$ cat config.mk
export PLATFORM = sky130hd
export DESIGN_NAME = font_pipe_renderer
export DESIGN_NICKNAME = d
export VERILOG_FILES = /design/src/rtl/font_pipe_renderer_pkg.sv /design/src/rtl/font_pipe_renderer_rom.sv /design/src/rtl/font_pipe_renderer.sv
export SDC_FILE = /design/constraint.sdc
export NUM_CORES = 1
export LEC_CHECK = 0
export BUFFER_PORTS_ARGS = -buffer_cell sky130_fd_sc_hd__clkbuf_2
export CORE_MARGIN = 1
export CORE_UTILIZATION = 45
export CTS_BUF_LIST = sky130_fd_sc_hd__clkbuf_16
export CTS_CLUSTER_SIZE = 8
export DETAILED_ROUTE_END_ITERATION = 8
export PLACE_DENSITY = 0.73
export SLEW_MARGIN = 20
export SYNTH_ARGS = -nofsm -noshare
export SYNTH_HDL_FRONTEND = slang
export SYNTH_SLANG_ARGS = --single-unit
$ cat constraint.sdc
create_clock -name clk -period 6.7 [get_ports clk]
set_input_delay 0.67 -clock clk [delete_from_list [all_inputs] [get_ports clk]]
set_output_delay 0.67 -clock clk [all_outputs]
set_load 0.02 [all_outputs]
$ cat src/rtl/font_pipe_renderer_pkg.sv
// font_pipe_renderer_pkg
//   Shared definitions for the text-mode glyph renderer:
//   - attribute bit positions within the 3-bit attr field
//   - default glyph geometry and colour width
//   - clog2 helper used for port and address widths
//   - built-in glyph pattern used as the ROM contents
package font_pipe_renderer_pkg;

    localparam int unsigned ATTR_INVERT    = 0;
    localparam int unsigned ATTR_UNDERLINE = 1;
    localparam int unsigned ATTR_BLINK     = 2;

    localparam int unsigned DEF_CHAR_W  = 8;
    localparam int unsigned DEF_CHAR_H  = 16;
    localparam int unsigned DEF_COLOR_W = 12;

    // Ceiling log2, never below 1 so that 1-entry ranges still get a 1-bit field.
    function automatic int unsigned clog2(input int unsigned value);
        int unsigned width;
        width = 1;
        while ((64'd1 << width) < 64'(value)) begin
            width = width + 1;
        end
        return width;
    endfunction

    // Deterministic built-in font: character 0x20 (space) is blank, every
    // other cell gets a scrambled pattern derived from its code and row.
    function automatic logic [15:0] default_glyph(input logic [31:0] addr,
                                                  input int unsigned char_h);
        logic [31:0] code;
        logic [31:0] row;
        logic [31:0] x;
        code = addr / char_h;
        row  = addr % char_h;
        x    = code * 32'd131 + row * 32'd29 + 32'd7;
        if (code == 32'd32) begin
            return '0;
        end
        return 16'(x ^ (x >> 3) ^ (x << 5));
    endfunction

endpackage

$ cat src/rtl/font_pipe_renderer_rom.sv
// font_rom_sync
//   Synchronous-read glyph ROM, 256*CHAR_H words of CHAR_W bits, one cycle
//   of read latency. Contents come from the package's built-in pattern;
//   INIT_FILE is kept for interface compatibility. No reset: contents are constant.
// Ports:
//   clk   system clock
//   addr  word address (ascii_code*CHAR_H + row)
//   data  word read at the previous rising edge
module font_rom_sync
    import font_pipe_renderer_pkg::*;
#(
    parameter int unsigned CHAR_W    = DEF_CHAR_W,
    parameter int unsigned CHAR_H    = DEF_CHAR_H,
    parameter string       INIT_FILE = ""
)(
    input  logic                           clk,
    input  logic [clog2(256*CHAR_H)-1:0]   addr,
    output logic [CHAR_W-1:0]              data
);

    always_ff @(posedge clk) begin
        data <= CHAR_W'(default_glyph(32'(addr), CHAR_H));
    end

endmodule

$ cat src/rtl/font_pipe_renderer.sv
// font_pipe_renderer
//   Two-stage text-mode pixel pipeline: looks up a glyph row in the font ROM,
//   picks the requested column bit and applies underline, blink, invert and
//   cursor rules. One request per cycle, fixed 2-cycle latency, no stalls.
// Ports:
//   clk, rst                  clock, asynchronous active-high reset
//   in_valid                  request qualifier
//   ascii_code                character code
//   row_in_char, col_in_char  pixel position inside the glyph cell
//   fg_color, bg_color        colours for lit / unlit pixels
//   attr                      [0] invert, [1] underline, [2] blink
//   cursor_here               cell holds the cursor
//   frame_start               one-cycle pulse per video frame (blink timebase)
//   out_valid                 pixel_on / pixel_rgb valid (held otherwise)
//   pixel_on                  final foreground decision
//   pixel_rgb                 final colour
module font_pipe_renderer
    import font_pipe_renderer_pkg::*;
#(
    parameter int unsigned CHAR_W        = DEF_CHAR_W,
    parameter int unsigned CHAR_H        = DEF_CHAR_H,
    parameter int unsigned COLOR_W       = DEF_COLOR_W,
    parameter int unsigned BLINK_DIV     = 30,
    parameter string       ROM_INIT_FILE = ""
)(
    input  logic                       clk,
    input  logic                       rst,
    input  logic                       in_valid,
    input  logic [7:0]                 ascii_code,
    input  logic [clog2(CHAR_H)-1:0]   row_in_char,
    input  logic [clog2(CHAR_W)-1:0]   col_in_char,
    input  logic [COLOR_W-1:0]         fg_color,
    input  logic [COLOR_W-1:0]         bg_color,
    input  logic [2:0]                 attr,
    input  logic                       cursor_here,
    input  logic                       frame_start,
    output logic                       out_valid,
    output logic                       pixel_on,
    output logic [COLOR_W-1:0]         pixel_rgb
);

    localparam int unsigned RW = clog2(CHAR_H);
    localparam int unsigned CW = clog2(CHAR_W);
    localparam int unsigned AW = clog2(256 * CHAR_H);
    localparam int unsigned BW = clog2(BLINK_DIV);

    // Blink timebase
    logic [BW-1:0] blink_cnt;
    logic          blink_phase;

    always_ff @(posedge clk or posedge rst) begin
        if (rst) begin
            blink_cnt   <= '0;
            blink_phase <= 1'b0;
        end else if (frame_start) begin
            if (blink_cnt == BW'(BLINK_DIV - 1)) begin
                blink_cnt   <= '0;
                blink_phase <= ~blink_phase;
            end else begin
                blink_cnt <= blink_cnt + 1'b1;
            end
        end
    end

    // Stage 1: address generation and sideband capture
    logic               row_ok;
    logic [AW-1:0]      addr_next;

    always_comb begin
        row_ok    = 32'(row_in_char) < CHAR_H;
        // Out-of-range rows would alias into the next character; park them at 0.
        addr_next = row_ok ? AW'(32'(ascii_code) * CHAR_H + 32'(row_in_char)) : '0;
    end

    logic               v1;
    logic [AW-1:0]      addr1;
    logic               row_ok1;
    logic [RW-1:0]      row1;
    logic [CW-1:0]      col1;
    logic [COLOR_W-1:0] fg1;
    logic [COLOR_W-1:0] bg1;
    logic [2:0]         attr1;
    logic               cur1;
    logic               ph1;

    always_ff @(posedge clk or posedge rst) begin
        if (rst) begin
            v1      <= 1'b0;
            addr1   <= '0;
            row_ok1 <= 1'b0;
            row1    <= '0;
            col1    <= '0;
            fg1     <= '0;
            bg1     <= '0;
            attr1   <= '0;
            cur1    <= 1'b0;
            ph1     <= 1'b0;
        end else begin
            v1      <= in_valid;
            addr1   <= addr_next;
            row_ok1 <= row_ok;
            row1    <= row_in_char;
            col1    <= col_in_char;
            fg1     <= fg_color;
            bg1     <= bg_color;
            attr1   <= attr;
            cur1    <= cursor_here;
            ph1     <= blink_phase;  // pre-update phase when frame_start coincides
        end
    end

    // Stage 2: ROM read; sideband is delayed one more cycle to line up with it
    logic [CHAR_W-1:0]  rom_data;

    font_rom_sync #(
        .CHAR_W    (CHAR_W),
        .CHAR_H    (CHAR_H),
        .INIT_FILE (ROM_INIT_FILE)
    ) u_rom (
        .clk  (clk),
        .addr (addr1),
        .data (rom_data)
    );

    logic               v2;
    logic               row_ok2;
    logic [RW-1:0]      row2;
    logic [CW-1:0]      col2;
    logic [COLOR_W-1:0] fg2;
    logic [COLOR_W-1:0] bg2;
    logic [2:0]         attr2;
    logic               cur2;
    logic               ph2;

    always_ff @(posedge clk or posedge rst) begin
        if (rst) begin
            v2      <= 1'b0;
            row_ok2 <= 1'b0;
            row2    <= '0;
            col2    <= '0;
            fg2     <= '0;
            bg2     <= '0;
            attr2   <= '0;
            cur2    <= 1'b0;
            ph2     <= 1'b0;
        end else begin
            v2      <= v1;
            row_ok2 <= row_ok1;
            row2    <= row1;
            col2    <= col1;
            fg2     <= fg1;
            bg2     <= bg1;
            attr2   <= attr1;
            cur2    <= cur1;
            ph2     <= ph1;
        end
    end

    // Pixel decision
    logic glyph_bit;
    logic g;

    always_comb begin
        // MSB is the leftmost pixel; columns >= CHAR_W match no bit and stay 0.
        glyph_bit = 1'b0;
        for (int unsigned i = 0; i < CHAR_W; i++) begin
            if (row_ok2 && (32'(col2) == CHAR_W - 1 - i)) begin
                glyph_bit = rom_data[i];
            end
        end

        g = glyph_bit;
        if (attr2[ATTR_UNDERLINE] && (32'(row2) == CHAR_H - 1)) begin
            g = 1'b1;
        end
        if (attr2[ATTR_BLINK] && ph2) begin
            g = 1'b0;
        end
        if (attr2[ATTR_INVERT]) begin
            g = ~g;
        end
        if (cur2 && !ph2 && (32'(row2) + 32'd2 >= CHAR_H)) begin
            g = ~g;
        end
    end

    // Output register: holds its value while no request is emerging
    always_ff @(posedge clk or posedge rst) begin
        if (rst) begin
            out_valid <= 1'b0;
            pixel_on  <= 1'b0;
            pixel_rgb <= '0;
        end else begin
            out_valid <= v2;
            if (v2) begin
                pixel_on  <= g;
                pixel_rgb <= g ? fg2 : bg2;
            end
        end
    end

endmodule

==> report_table.html, run 1 <==
<table>
<tr><th>Metric</th><th>Value</th></tr>
<tr><th colspan="2">Drt</th></tr>
<tr><td>Router iterations before antenna repair</td><td>4</td></tr>
<tr><td>Number of nets still failing antenna checks after routing</td><td>0</td></tr>
<tr><td>Vias post-DR</td><td>2982</td></tr>
<tr><td>DRC violation total after the first TritonRoute iteration</td><td>116</td></tr>
<tr><td>Post-DR vias/cell</td><td>5.020</td></tr>
<tr><td>Post-Route WL</td><td>8609 um</td></tr>
<tr><td>Wirelength per Cell</td><td>14.49 um</td></tr>
<tr><td>DR DRC count</td><td>0</td></tr>
<tr><th colspan="2">Run status</th></tr>
<tr><td>Result of the run</td><td>finished, final reports clean</td></tr>
<tr><th colspan="2">Placement</th></tr>
<tr><td>Count of input and output buffers</td><td>60</td></tr>
<tr><td>Placement Cell Area</td><td>5430 sq um</td></tr>
<tr><td>Routability cong.</td><td>0.8578</td></tr>
<tr><td>Detailed Place HPWL</td><td>6502 um</td></tr>
<tr><th colspan="2">Flow run</th></tr>
<tr><td>Max-cap violation count</td><td>0</td></tr>
<tr><th colspan="2">Yosys</th></tr>
<tr><td>Most frequently used cell type in the post-synthesis netlist</td><td>sky130_fd_sc_hd__dfrtp_1</td></tr>
<tr><td>Post-Synthesis Cell Area</td><td>5014 sq um</td></tr>
<tr><td>Synthesized net count</td><td>496</td></tr>
<tr><td>Dominant cell type by area after synthesis</td><td>sky130_fd_sc_hd__dfrtp_1</td></tr>
<tr><td>Top cell type's share of synthesized area</td><td>0.5191</td></tr>
<tr><td>Number of synthesized register bits</td><td>112</td></tr>
<tr><td>Most frequent cells after synthesis</td><td>104 x sky130_fd_sc_hd__dfrtp_1, 49 x sky130_fd_sc_hd__ha_1, 29 x sky130_fd_sc_hd__inv_1</td></tr>
<tr><td>Number of enable-type register cells in the synthesized netlist</td><td>0</td></tr>
<tr><td>Syn_area_per_cell</td><td>12.95 sq um</td></tr>
<tr><td>Instance count of the mapped netlist</td><td>387</td></tr>
<tr><td>Top post-synthesis cells by area</td><td>sky130_fd_sc_hd__dfrtp_1 52%, sky130_fd_sc_hd__ha_1 12%, sky130_fd_sc_hd__fa_1 5.2%, sky130_fd_sc_hd__xnor2_1 3.5%, sky130_fd_sc_hd__dfxtp_1 3.2%</td></tr>
<tr><td>Dominant register cell in the synthesized netlist</td><td>sky130_fd_sc_hd__dfrtp_1</td></tr>
<tr><td>Number of unique standard cell types used by synthesis</td><td>56</td></tr>
<tr><td>YS warnings</td><td>0</td></tr>
<tr><td>Share of flip-flops with an asynchronous set or reset</td><td>0.9286</td></tr>
<tr><td>Sequential-to-total area share from yosys stat</td><td>0.5510</td></tr>
<tr><th colspan="2">Global routing</th></tr>
<tr><td>Layer with the highest usage after global routing</td><td>met2</td></tr>
<tr><td>Met2 Track Usage GR</td><td>0.2871</td></tr>
<tr><td>Maximum number of pins on one net before global-route repair</td><td>90</td></tr>
<tr><td>Vias in the first global route</td><td>3114</td></tr>
<tr><td>Antenna violations before repair</td><td>0</td></tr>
<tr><td>GRT met3 Usage</td><td>0.02542</td></tr>
<tr><td>First-pass GRT wire length</td><td>14460 um</td></tr>
<tr><td>Met1 track utilization from global routing</td><td>0.2038</td></tr>
<tr><td>Global-route usage over all layers</td><td>0.1630</td></tr>
<tr><td>Final global-route overflow total</td><td>0</td></tr>
<tr><th colspan="2">Hold path</th></tr>
<tr><td>Hold WC Path Type</td><td>in2async</td></tr>
<tr><th colspan="2">Timing</th></tr>
<tr><td>Setup-failing EPs final</td><td>0</td></tr>
<tr><td>Fmax</td><td>198.5 MHz</td></tr>
<tr><td>Worst-case hold slack</td><td>0.2316 ns</td></tr>
<tr><td>Fin Clk Skew</td><td>0.01011 ns</td></tr>
<tr><td>Final total negative setup slack</td><td>0 ns</td></tr>
<tr><td>Tightest slew margin relative to the limit</td><td>0.4860</td></tr>
<tr><td>Min cycle time layout</td><td>5.037 ns</td></tr>
<tr><td>Transition time at the pin with the least slew margin</td><td>0.7710 ns</td></tr>
<tr><td>Fin. Hold Viols</td><td>0</td></tr>
<tr><td>Period Utilization, post-route</td><td>0.7518</td></tr>
<tr><td>Unrepaired setup endpoints after global routing</td><td>no</td></tr>
<tr><td>Number of slew-limit violations in the final report</td><td>0</td></tr>
<tr><th colspan="2">CTS</th></tr>
<tr><td>Clock sink total</td><td>112</td></tr>
<tr><td>Total CTS buffers</td><td>9</td></tr>
<tr><td>Clock transition at the register clock pins on the worst setup and hold paths after CTS</td><td>0.07 ns</td></tr>
<tr><td>Number of cells upsized or downsized after cts</td><td>0</td></tr>
<tr><td>Hold Buf Count CTS</td><td>0</td></tr>
<tr><td>Clock buffer depth</td><td>2</td></tr>
<tr><td>TritonCTS clock tree</td><td>done</td></tr>
<tr><td>Post-CTS Setup Repair Bufs</td><td>0</td></tr>
<tr><td>Clk_lat worst skew</td><td>0.34 ns</td></tr>
<tr><td>Number of H-tree levels</td><td>3</td></tr>
<tr><td>Root cell of the clock tree</td><td>sky130_fd_sc_hd__clkbuf_16</td></tr>
<tr><th colspan="2">Floorplanning</th></tr>
<tr><td>Initial core utilization</td><td>0.4625</td></tr>
<tr><td>Number of rows created at floorplan</td><td>38</td></tr>
<tr><td>Area of the placeable core</td><td>10840 sq um</td></tr>
<tr><td>Height of the chip</td><td>107.6 um</td></tr>
<tr><td>Die Span X</td><td>107.6 um</td></tr>
<tr><td>I/O Pins</td><td>61</td></tr>
<tr><td>Die footprint</td><td>11570 sq um</td></tr>
<tr><th colspan="2">Worst setup path</th></tr>
<tr><td>Endpoint required time on the critical path</td><td>6.98 ns</td></tr>
<tr><td>Worst EP arrival</td><td>5.32 ns</td></tr>
<tr><td>Crit path kind</td><td>reg2reg</td></tr>
<tr><td>Critical path fanouts, max</td><td>5</td></tr>
<tr><td>Chain of cells forming the critical path</td><td>inv_1 -&gt; fa_1 -&gt; inv_1 -&gt; ha_1 -&gt; ha_1 -&gt; a21oi_1 -&gt; nor2_1 -&gt; nor2_1 -&gt; xnor2_1 -&gt; fa_1 -&gt; ha_1 -&gt; ha_1 -&gt; ha_1 -&gt; ha_1 -&gt; or2_2 -&gt; and2_1 -&gt; o21ai_0 -&gt; nand2b_1 -&gt; a211o_1 -&gt; nand2_1</td></tr>
<tr><td>Sort of element at the end of the critical path</td><td>register</td></tr>
<tr><td>Slowest-stage cell, CP</td><td>sky130_fd_sc_hd__fa_1</td></tr>
<tr><td>Critical path's most frequent cell</td><td>sky130_fd_sc_hd__ha_1</td></tr>
<tr><td>Critical Path Max Stage Delay</td><td>0.56 ns</td></tr>
<tr><td>Nature of the critical path startpoint</td><td>register</td></tr>
<tr><th colspan="2">Final layout</th></tr>
<tr><td>Finished Cell Area</td><td>5736 sq um</td></tr>
<tr><td>Proportion of layout cells with a drive suffix above 1</td><td>0.2203</td></tr>
<tr><td>Antenna fix cells</td><td>0</td></tr>
<tr><td>Core occupancy in the finished layout</td><td>0.5291</td></tr>
<tr><td>Area growth from synthesis to final layout</td><td>14.40%</td></tr>
<tr><td>Fin nets</td><td>558</td></tr>
<tr><th colspan="2">Power</th></tr>
<tr><td>Total power draw</td><td>2.400 mW</td></tr>
<tr><td>Leak</td><td>2.753 nW</td></tr>
<tr><td>Largest vdd supply drop</td><td>0.1545 mV</td></tr>
<tr><td>Total power density per cell area</td><td>418.5 nW/um^2</td></tr>
</table>
routing by layer:
metal / share of wire / vias to the layer above
met4: 0.012 / 0
met3: 0.027 / 10
met1: 0.44 / 1462
li1: - / 1453
met5: 0 / -
met2: 0.53 / 57
sequential cells by signal, indices dropped and copies added (netlist names), 4 cells and up:
name	flops
bg2	12
u_rom.data	8
pixel_rgb	12
bg1	12
blink_cnt	5
addr1	9
fg1	12
fg2	12
row2	4
critical path, delay by kind of cell, from the launching register on:
| kind | cells | cell delay, ns |
|---|---|---|
| adder cells (fa/ha/maj) | 8 | 2.89 |
| AND/OR/NAND/NOR | 6 | 0.79 |
| AO/OA/AOI/OAI | 3 | 0.55 |
| flip-flops | 1 | 0.43 |
| buffers and inverters | 2 | 0.18 |
| XOR/XNOR | 1 | 0.14 |
stage by stage:
step                cells  setup slack [ns]
floorplan             387             1.924
global placement      578             1.775
detailed placement    578             1.697
CTS                   594             1.652
global route          594             1.429
finish                594             1.663
layout make-up:
type	instances	area [sq um]
Multi-Input combinational cell	236	2079
Clock buffer	9	225.2
Tap cell	140	175.2
Inverter	29	111.4
Fill cell	938	5105
Clock inverter	7	70.07
Timing Repair Buffer	61	311.5
Sequential cell	112	2763
power breakdown:
| part | switching [mW] | internal [mW] | leakage (nW) |
|---|---|---|---|
| Combinational | 0.547 | 0.507 | 1.33 |
| Sequential | 0.0514 | 0.780 | 1.28 |
| Clock | 0.252 | 0.263 | 0.142 |
| Total | 0.851 | 1.55 | 2.75 |
cell usage in the layout (no fill, tap or decap), types with 2 or more instances in the layout:
| master | count |
|---|---|
| sky130_fd_sc_hd__mux2_2 | 3 |
| sky130_fd_sc_hd__clkbuf_16 | 9 |
| sky130_fd_sc_hd__dfrtp_1 | 104 |
| sky130_fd_sc_hd__inv_1 | 28 |
| sky130_fd_sc_hd__o2111ai_1 | 2 |
| sky130_fd_sc_hd__o22ai_1 | 3 |
| sky130_fd_sc_hd__or3_1 | 2 |
| sky130_fd_sc_hd__and2_1 | 2 |
| sky130_fd_sc_hd__fa_1 | 13 |
| sky130_fd_sc_hd__ha_1 | 49 |
| sky130_fd_sc_hd__nor2_1 | 23 |
| sky130_fd_sc_hd__o21a_1 | 3 |
| sky130_fd_sc_hd__xnor3_1 | 2 |
| sky130_fd_sc_hd__o21bai_1 | 2 |
| sky130_fd_sc_hd__o21ai_0 | 14 |
| sky130_fd_sc_hd__xor2_1 | 4 |
| sky130_fd_sc_hd__a31oi_1 | 12 |
| sky130_fd_sc_hd__a21o_1 | 3 |
| sky130_fd_sc_hd__dfxtp_1 | 8 |
| sky130_fd_sc_hd__mux2i_1 | 3 |
| sky130_fd_sc_hd__o21ai_2 | 11 |
| sky130_fd_sc_hd__nand2_1 | 11 |
| sky130_fd_sc_hd__xnor2_1 | 20 |
| sky130_fd_sc_hd__nand4_1 | 2 |
| sky130_fd_sc_hd__clkbuf_2 | 60 |
| sky130_fd_sc_hd__inv_6 | 3 |
| sky130_fd_sc_hd__a211o_1 | 2 |
| sky130_fd_sc_hd__nand2b_1 | 5 |
| sky130_fd_sc_hd__a21oi_1 | 8 |
| sky130_fd_sc_hd__nand3_1 | 14 |
cells by family (layout without fill, tap and decap cells):
logic type	after synthesis	count (layout)	synth area share
AOI/OAI and AO/OA	69	69	0.09858
xor gates and xnor gates	26	26	0.05091
adders and majority gates	62	62	0.1742
buffers and inverters	39	106	0.03544
DFF	112	112	0.5510
muxes	7	7	0.01722
other	1	1	0.0007480
and+or+nand+nor	71	71	0.07188
worst paths after layout:
kind                       cells past startpoint     from  slack, ns       endpoint
min in group clk                               0   bg1[4]       0.34         bg2[4]
setup reg to reg                              20  row1[1]       1.66  u_rom.data[7]
max in group asynchronous                      3      rst       5.49        col1[0]
hold / removal                                 2      rst       0.23   blink_cnt[1]
hold reg to reg                                0   bg1[4]       0.34         bg2[4]
setup / recovery                              20  row1[1]       1.66  u_rom.data[7]
Power figures use the tool's default switching activity.
==> run 2: changes to the inputs <==
- clock period: 6.7 -> 5.2 ns (I/O delays scaled with it)
==> run 2 against run 1 <==
Net effect:
- sequential share of layout area is 0.36 points lower
- cell count unchanged
- highest routed layer unchanged
- utilization rose by 0.45 points
- via count is 0.17% lower
- largest cell class unchanged
==> report_table.html, run 2 (synthesized netlist as in run 1, its figures left out) <==
<table>
<tr><th>Metric</th><th>Value</th></tr>
<tr><th colspan="2">Floorplanning</th></tr>
<tr><td>Die Span X</td><td>107.6 um (unchanged)</td></tr>
<tr><td>Number of rows created at floorplan</td><td>38 (unchanged)</td></tr>
<tr><td>Initial core utilization</td><td>0.4625 (unchanged)</td></tr>
<tr><td>Height of the chip</td><td>107.6 um (unchanged)</td></tr>
<tr><td>Area of the placeable core</td><td>10840 sq um (unchanged)</td></tr>
<tr><td>I/O Pins</td><td>61 (unchanged)</td></tr>
<tr><td>Die footprint</td><td>11570 sq um (unchanged)</td></tr>
<tr><th colspan="2">CTS</th></tr>
<tr><td>Clock buffer depth</td><td>2 (unchanged)</td></tr>
<tr><td>Clock transition at the register clock pins on the worst setup and hold paths after CTS</td><td>0.07 ns (about the same)</td></tr>
<tr><td>Total CTS buffers</td><td>9 (unchanged)</td></tr>
<tr><td>Clock sink total</td><td>112 (unchanged)</td></tr>
<tr><td>Number of H-tree levels</td><td>3 (unchanged)</td></tr>
<tr><td>Clk_lat worst skew</td><td>0.34 ns (about the same)</td></tr>
<tr><td>Post-CTS Setup Repair Bufs</td><td>0 (unchanged)</td></tr>
<tr><td>Root cell of the clock tree</td><td>sky130_fd_sc_hd__clkbuf_16</td></tr>
<tr><td>TritonCTS clock tree</td><td>done</td></tr>
<tr><th colspan="2">Final layout</th></tr>
<tr><td>Non-filler instance count after layout</td><td>594 (unchanged)</td></tr>
<tr><td>Proportion of layout cells with a drive suffix above 1</td><td>0.2247 (+0.004405)</td></tr>
<tr><td>Final-layout fill cell count</td><td>929 (-0.96%)</td></tr>
<tr><td>Fin nets</td><td>558 (unchanged)</td></tr>
<tr><td>Antenna fix cells</td><td>0 (unchanged)</td></tr>
<tr><td>Commonest cells after routing, fill and taps aside</td><td>102 x sky130_fd_sc_hd__dfrtp_1, 60 x sky130_fd_sc_hd__clkbuf_2, 47 x sky130_fd_sc_hd__ha_1</td></tr>
<tr><td>Area growth from synthesis to final layout</td><td>15.37%</td></tr>
<tr><td>Most common library cell in the layout ignoring fill and taps</td><td>sky130_fd_sc_hd__dfrtp_1</td></tr>
<tr><th colspan="2">Placement</th></tr>
<tr><td>Detailed Place HPWL</td><td>6479 um (-0.35%)</td></tr>
<tr><td>Count of input and output buffers</td><td>60 (unchanged)</td></tr>
<tr><td>Number of placed instances, taps included</td><td>578 (unchanged)</td></tr>
<tr><td>Routability cong.</td><td>0.8567 (-0.13%)</td></tr>
<tr><td>Pre-CTS WS</td><td>0.2117 ns (-1.485 ns)</td></tr>
<tr><th colspan="2">Drt</th></tr>
<tr><td>Post-Route WL</td><td>8745 um (+1.6%)</td></tr>
<tr><td>Number of nets still failing antenna checks after routing</td><td>0 (unchanged)</td></tr>
<tr><td>Router iterations before antenna repair</td><td>4 (unchanged)</td></tr>
<tr><td>Vias post-DR</td><td>2977 (-0.17%)</td></tr>
<tr><td>DRC violation total after the first TritonRoute iteration</td><td>155 (+34%)</td></tr>
<tr><td>Post-DR vias/cell</td><td>5.012 (-0.17%)</td></tr>
<tr><td>DR DRC count</td><td>0 (unchanged)</td></tr>
<tr><td>Wirelength per Cell</td><td>14.72 um (+1.6%)</td></tr>
<tr><th colspan="2">Power</th></tr>
<tr><td>Largest vdd supply drop</td><td>0.2521 mV (+63%)</td></tr>
<tr><td>Leak</td><td>2.767 nW (+0.52%)</td></tr>
<tr><td>Total power draw</td><td>3.173 mW (+32%)</td></tr>
<tr><td>Total power density per cell area</td><td>548.5 nW/um^2 (+31%)</td></tr>
<tr><th colspan="2">Global routing</th></tr>
<tr><td>Vias in the first global route</td><td>3083 (-1.0%)</td></tr>
<tr><td>Maximum number of pins on one net before global-route repair</td><td>56 (-38%)</td></tr>
<tr><td>Global-route usage over all layers</td><td>0.1675 (+0.004558)</td></tr>
<tr><td>Final global-route overflow total</td><td>0 (unchanged)</td></tr>
<tr><td>Antenna violations before repair</td><td>0 (unchanged)</td></tr>
<tr><td>First-pass GRT wire length</td><td>14580 um (+0.86%)</td></tr>
<tr><th colspan="2">Timing</th></tr>
<tr><td>Unrepaired setup endpoints after global routing</td><td>no</td></tr>
<tr><td>Tightest slew margin relative to the limit</td><td>0.5022 (+0.01622)</td></tr>
<tr><td>Worst-case hold slack</td><td>0.2612 ns (+0.02966 ns)</td></tr>
<tr><td>Setup WS post-layout</td><td>0.2287 ns (-1.434 ns)</td></tr>
<tr><td>Period Utilization, post-route</td><td>0.9560 (+0.2042)</td></tr>
<tr><td>Fin Clk Skew</td><td>0.01047 ns (+0.0003545 ns)</td></tr>
<tr><td>Fmax</td><td>201.2 MHz (+1.3%)</td></tr>
<tr><td>Final total negative setup slack</td><td>0 ns (unchanged)</td></tr>
<tr><td>Fin. Hold Viols</td><td>0 (unchanged)</td></tr>
<tr><td>Min cycle time layout</td><td>4.971 ns (-0.06598 ns)</td></tr>
<tr><td>Number of slew-limit violations in the final report</td><td>0 (unchanged)</td></tr>
<tr><td>Transition time at the pin with the least slew margin</td><td>0.7467 ns (-0.02433 ns)</td></tr>
<tr><td>Setup-failing EPs final</td><td>0 (unchanged)</td></tr>
<tr><th colspan="2">Worst setup path</th></tr>
<tr><td>Sort of element at the end of the critical path</td><td>register</td></tr>
<tr><td>Crit path kind</td><td>reg2reg</td></tr>
<tr><td>Endpoint required time on the critical path</td><td>5.49 ns (-1.49 ns)</td></tr>
<tr><td>Worst EP arrival</td><td>5.26 ns (-0.06 ns)</td></tr>
<tr><td>Critical path fanouts, max</td><td>6 (+1)</td></tr>
<tr><td>Nature of the critical path startpoint</td><td>register</td></tr>
<tr><th colspan="2">Hold path</th></tr>
<tr><td>Hold WC Path Type</td><td>in2async</td></tr>
<tr><th colspan="2">Flow run</th></tr>
<tr><td>Max-cap violation count</td><td>0 (unchanged)</td></tr>
<tr><th colspan="2">Run status</th></tr>
<tr><td>Result of the run</td><td>finished, final reports clean</td></tr>
</table>
-- run 2: area by class of cell --
class / instances / area, sq um / share of cell area
Multi-Input combinational cell: 236 / 2105 / 0.3638
Clock inverter: 7 / 95.09 / 0.01644
Clock buffer: 9 / 225.2 / 0.03894
Tap cell: 140 / 175.2 / 0.03028
Inverter: 29 / 111.4 / 0.01925
Sequential cell: 112 / 2765 / 0.4780
Timing Repair Buffer: 61 / 307.8 / 0.05321
-- run 2: repair_timing --
action                     in CTS  in global routing
hold buffers                    0                  0
setup endpoints to repair       0                  2
resized for setup               0                  4
-- run 2: per-stage QoR --
stage / instance area (sq um) / util
after floorplan: 5014 / -
after global placement: 5430 / 0.5009
after detailed placement: 5430 / 0.5009
after CTS: 5751 / 0.5305
after global routing: 5784 / 0.5336
final: 5784 / 0.5336
-- run 2: path summary, 6_finish.rpt --
check / cells past startpoint / startpoint / endpoint / slack (ns)
setup / recovery: 18 / row1[2] / u_rom.data[7] / 0.23
hold / removal: 2 / rst / row1[2] / 0.26
setup reg to reg: 18 / row1[2] / u_rom.data[7] / 0.23
hold reg to reg: 0 / fg1[1] / fg2[1] / 0.34
max in group asynchronous: 3 / rst / bg1[1] / 3.89
min in group clk: 1 / bg_color[2] / bg1[2] / 0.28
-- run 2: critical path, stage by stage (launching register included) --
cell	delay, ns
sky130_fd_sc_hd__dfrtp_2	0.45
sky130_fd_sc_hd__ha_1	0.30
sky130_fd_sc_hd__fa_1	0.49
sky130_fd_sc_hd__fa_1	0.48
sky130_fd_sc_hd__a21oi_1	0.16
sky130_fd_sc_hd__nor2_1	0.05
sky130_fd_sc_hd__nor2_1	0.13
sky130_fd_sc_hd__xnor2_1	0.18
sky130_fd_sc_hd__fa_1	0.46
sky130_fd_sc_hd__ha_1	0.31
sky130_fd_sc_hd__ha_1	0.28
sky130_fd_sc_hd__ha_1	0.33
sky130_fd_sc_hd__ha_4	0.27
sky130_fd_sc_hd__or2_2	0.32
sky130_fd_sc_hd__and2_1	0.16
sky130_fd_sc_hd__o21ai_0	0.14
sky130_fd_sc_hd__nand2b_1	0.09
sky130_fd_sc_hd__a211o_1	0.26
sky130_fd_sc_hd__nand2_1	0.06
-- run 2: power by group --
part | internal (mW) | switching, mW
logic | 0.670 | 0.706
clock network | 0.424 | 0.300
registers | 1.01 | 0.0671
-- run 2: metal layers --
| metal | vias to the layer above | track usage | part of all wire |
|---|---|---|---|
| li1 | 1450 | - | - |
| met1 | 1464 | 0.2101 | 0.44 |
| met2 | 56 | 0.2880 | 0.52 |
| met3 | 7 | 0.03511 | 0.030 |
| met4 | 0 | 0.05479 | 0.012 |
| met5 | - | 0 | 0 |
